## config.mk

```make
export PLATFORM = sky130hd
export DESIGN_NAME = prog_loader
export DESIGN_NICKNAME = d
export VERILOG_FILES = /design/src/rtl/prog_loader_pkg.sv /design/src/rtl/prog_loader.sv
export SDC_FILE = /design/constraint.sdc
export NUM_CORES = 1
export LEC_CHECK = 0
export CORE_MARGIN = 2
export CORE_UTILIZATION = 35
export DETAILED_ROUTE_END_ITERATION = 8
export PLACE_DENSITY = 0.69
export SETUP_SLACK_MARGIN = 0.1
export SLEW_MARGIN = 30
export SYNTH_ARGS = -nofsm -noshare
export SYNTH_HDL_FRONTEND = slang
export SYNTH_SLANG_ARGS = --single-unit
```

## constraint.sdc

```tcl
create_clock -name clk -period 2.15 [get_ports clk]
set_input_delay 0.43 -clock clk [delete_from_list [all_inputs] [get_ports clk]]
set_output_delay 0.43 -clock clk [all_outputs]
set_load 0.03 [all_outputs]
```

## src/rtl/prog_loader_pkg.sv

```systemverilog
// prog_loader_pkg: FSM state type and default sizes shared by the program loader.
package prog_loader_pkg;
  localparam int DATA_W_DEF = 9;
  localparam int ADDR_W_DEF = 5;
  localparam int DEPTH_DEF  = 32;
  typedef enum logic [1:0] {IDLE, LOAD, FLUSH, DONE} state_t;
endpackage

```

## src/rtl/prog_loader.sv

```systemverilog
// prog_loader: streams instruction words into memory from address 0, holding the core in reset meanwhile.
// Optional running checksum of accepted words when PROG_LOADER_CHECKSUM_EN is defined.
module prog_loader
  import prog_loader_pkg::*;
#(
  parameter int DATA_W = DATA_W_DEF,
  parameter int ADDR_W = ADDR_W_DEF,
  parameter int DEPTH  = DEPTH_DEF
) (
  input  logic              clk,
  input  logic              rst,
  input  logic              start,
  input  logic [ADDR_W:0]   len,
  input  logic              in_valid,
  input  logic [DATA_W-1:0] in_data,
  output logic              in_ready,
  output logic              mem_we,
  output logic [ADDR_W-1:0] mem_addr,
  output logic [DATA_W-1:0] mem_wdata,
  output logic              hold_n,
  output logic              busy,
  output logic              done,
`ifdef PROG_LOADER_CHECKSUM_EN
  input  logic [DATA_W-1:0] exp_csum,
  output logic [DATA_W-1:0] csum,
  output logic              csum_ok,
`endif
  output logic [ADDR_W:0]   count
);
  localparam logic [ADDR_W:0] DMAX = (ADDR_W+1)'(DEPTH);
  state_t state;
  logic [ADDR_W:0] len_q, len_c, count_nx;
  logic go;
  assign go = start && (state == IDLE || state == DONE);
  assign len_c = len > DMAX ? DMAX : len;
  assign count_nx = count + (ADDR_W+1)'(1);
  always_ff @(posedge clk or negedge rst) begin
    if (!rst) begin
      state     <= IDLE;
      in_ready  <= 1'b0;
      mem_we    <= 1'b0;
      mem_addr  <= '0;
      mem_wdata <= '0;
      hold_n    <= 1'b1;
      busy      <= 1'b0;
      done      <= 1'b0;
      count     <= '0;
      len_q     <= '0;
    end else begin
      mem_we <= 1'b0;
      case (state)
        IDLE, DONE: if (go) begin
          count <= '0;
          len_q <= len_c;
          if (len_c == '0) begin
            state <= DONE;
            done  <= 1'b1;
          end else begin
            state    <= LOAD;
            in_ready <= 1'b1;
            hold_n   <= 1'b0;
            busy     <= 1'b1;
            done     <= 1'b0;
          end
        end
        // in_ready is always high in LOAD, so in_valid alone marks a transfer
        LOAD: if (in_valid) begin
          mem_we    <= 1'b1;
          mem_addr  <= count[ADDR_W-1:0];
          mem_wdata <= in_data;
          count     <= count_nx;
          if (count_nx == len_q) begin
            state    <= FLUSH;
            in_ready <= 1'b0;
          end
        end
        FLUSH: begin
          state  <= DONE;
          hold_n <= 1'b1;
          busy   <= 1'b0;
          done   <= 1'b1;
        end
        default: state <= IDLE;
      endcase
    end
  end
`ifdef PROG_LOADER_CHECKSUM_EN
  logic [DATA_W-1:0] exp_q;
  always_ff @(posedge clk or negedge rst) begin
    if (!rst) begin
      csum  <= '0;
      exp_q <= '0;
    end else if (go) begin
      csum  <= '0;
      exp_q <= exp_csum;
    end else if (state == LOAD && in_valid) begin
      csum <= csum + in_data;
    end
  end
  assign csum_ok = done && csum == exp_q;
`endif
endmodule
```

==> summary.txt <==
Outcome
  – Status: complete, no violations

Place
  – Worst slack, placed: about 0.078 ns
  – Placed cells: between 200 and 300
  – PortBufs: 43
  – Placer Congestion: about 0.79
  – Dpl hpwl: roughly 2600 um

Global route
  – All-Layer GR Usage: 15.1%
  – Largest net degree at the start of global routing: 34
  – First-pass GRT wire length: 6220 um
  – Initial antenna violation count: 0
  – GRT overflow: 0
  – Vias in the first global route: 1305

Min path
  – Hold WC Path Type: flip-flop to flip-flop
  – Hold path startpoint: mem_wdata[1]

Drt
  – Initial DRC Count: 58
  – Avg WL per Cell: approximately 12 um
  – Antenna viol nets, final: 0
  – Final wirelength: roughly 3500 um
  – DRT Pass-1 Iters: 4
  – Via count: 1331
  – Remaining DRCs: 0
  – Vias per cell: 4.75

STA
  – Final setup fails: 0
  – Final worst slack: 0.178 ns
  – F_max: between 500 and 600 MHz
  – Clock skew: 0.00776 ns
  – Fin crit period: just under 2 ns
  – Final TNS setup: 0 ns
  – Tcrit/Tclk final: 91.7%
  – Final hold vios: 0
  – Tightest Pin Transition: a little over 0.4 ns
  – Rel. slew slack: between 70 and 80%
  – Max Slew Vio Count: 0
  – Unrepaired setup endpoints after global routing: yes

Power and ir drop
  – Max VDD drop: between 400 and 500 uV
  – PwrDens: roughly 1400 nW/um2
  – Leakage: approximately 1.1 nW
  – Pwr Total: approximately 3.3 mW

Run
  – Max-cap violations: 0

Floorplan
  – Die width: about 74 um
  – Die Y: around 74 um
  – Starting density of the core: a little over a third
  – # IOs: 44
  – Die ar.: 5490 um2
  – Row count: 25
  – Core Box Area: ~4700 um2

Final layout
  – Final non-filler cell total: 280
  – Commonest non-fill, non-tap cell in the layout: clkdlybuf4s50_1
  – Final core occ: 50.9%
  – Most frequent cells in the layout: clkdlybuf4s50_1, dfrtp_1, nand2_1
  – Share of cells above drive strength 1: a little under a fifth
  – Layout area overhead: 39.7%
  – Fin nets: between 200 and 250
  – Ant. Diodes: 0

Critical path
  – Worst reg2reg setup slack: 0.20 ns
  – Crit path kind: flip-flop to output port
  – Critical Path Sink Type: output port
  – Critical Path Start Type: flip-flop
  – Req. time, crit path: roughly 1.7 ns
  – Arrival @ worst endpoint: 1.54 ns
  – Critical register-to-register path startpoint: count[0]
  – Launch point of the worst path: count[0]
  – Worst Path Max Fanout: 4

Synth
  – Post-Synthesis Cells: 157
  – Top cells by area, synth: dfrtp_1, mux2_2, mux2_1, nand2_1, buf_6
  – Synth cell types: 38
  – Top cell type's share of synthesized area: between 40% and 50%
  – Syn nets: 180
  – Syn Area/Cell: about 11 um2
  – Async SR Flop Fraction: 100%
  – Synthesized area: around 1700 um2
  – Cell taking the most area after synthesis: dfrtp_1
  – Post-synth EDFFs: 0
  – Post-synthesis sequential area ratio: between 40% and 50%
  – Synthesis Warnings: 0
  – Top_reg_cell synth: dfrtp_1
  – Flops & latches, synth: 33

Clock tree
  – Clock Latency Late Sink: 0.29 ns
  – Clock Sinks: 33
  – Num CTS Buffers: 5
  – Clock Tree Root: clkbuf_8
  – Clock Pin Slew Worst Setup and Hold Paths: about 0.070 ns
  – CTS Hold Bufs: 0
  – CTS Buffer Depth: 2
  – CTS tree: built
  – H-tree levels: 2
critical path: stages (launching register included):
cell	delay [ns]
dfrtp_2	0.44
buf_4	0.16
clkdlybuf4s50_1	0.67
power by group:
group | switching (mW) | internal, mW | leakage (nW)
clock | 0.220 | 0.378 | 0.0585
sequential | 0.171 | 0.858 | 0.404
combinational | 0.868 | 0.798 | 0.592
registers in the layout (all words and copies together) (netlist names):
| name | flops |
|---|---|
| busy | 1 |
| count | 6 |
| done | 1 |
| hold_n | 1 |
| in_ready | 1 |
| len_q | 6 |
| mem_addr | 5 |
| mem_wdata | 9 |
| mem_we | 1 |
| state | 2 |
repair_timing:
item,CTS,global route
gates resized for setup,2,4
setup endpoints to repair,2,4
setup buffers,0,2
pin swaps,0,1
cell usage after synthesis (2+ instances only):
library cell,n
dfrtp_1,32
nand2_1,17
mux2_2,8
inv_1,7
mux2_1,7
o21ai_0,7
nand2b_1,6
o21ai_1,6
a21oi_1,5
buf_6,5
nor2_1,5
and3_1,4
ha_1,4
nand4_1,4
a22o_1,3
mux2i_1,3
nand3_1,3
nor3_1,3
xnor2_1,3
xor2_1,3
a31oi_1,2
clkbuf_1,2
nor3b_1,2
o22ai_1,2
per-stage QoR:
stage / hold WS, ns / instance area [um2]
after floorplan: 0.134 / 1730
after global placement: 0.473 / 2260
after detailed placement: 0.481 / 2260
after CTS: 0.497 / 2370
after global routing: 0.507 / 2400
final: 0.491 / 2400
cells by family after synthesis:
| family | synth area share, % |
|---|---|
| AOI/OAI and AO/OA | 12.2 |
| xor gates and xnor gates | 5.61 |
| adders and majority gates | 2.91 |
| buffers and inverters | 5.68 |
| DFF | 48.1 |
| muxes | 11.6 |
| and+or+nand+nor | 14.0 |
per-layer routing:
metal,vias to the layer above,wire [um],share of wire (%),GRT usage (%)
met5,-,0,0,0
met4,0,83,2.4,7.47
met3,7,147,4.2,3.66
met2,32,1640,47,23.6
met1,626,1590,46,19.7
li1,666,-,-,-
worst paths after layout:
check,cells past startpoint,to
worst max-delay path,2,count[0]
worst min-delay path,1,mem_wdata[1]
worst max register to register,6,state[0]
worst min register to register,1,mem_wdata[1]
max in group asynchronous,2,hold_n
min in group asynchronous,2,state[1]
final cells by class:
type,count,area [um2]
Sequential cell,33,832
Clock buffer,7,86.3
Tap cell,67,83.8
Timing Repair Buffer,56,529
Inverter,7,26.3
Clock inverter,1,30.0
Multi-Input combinational cell,109,815
Fill cell,450,2320
No activity file was read; power rests on OpenSTA's default activity.
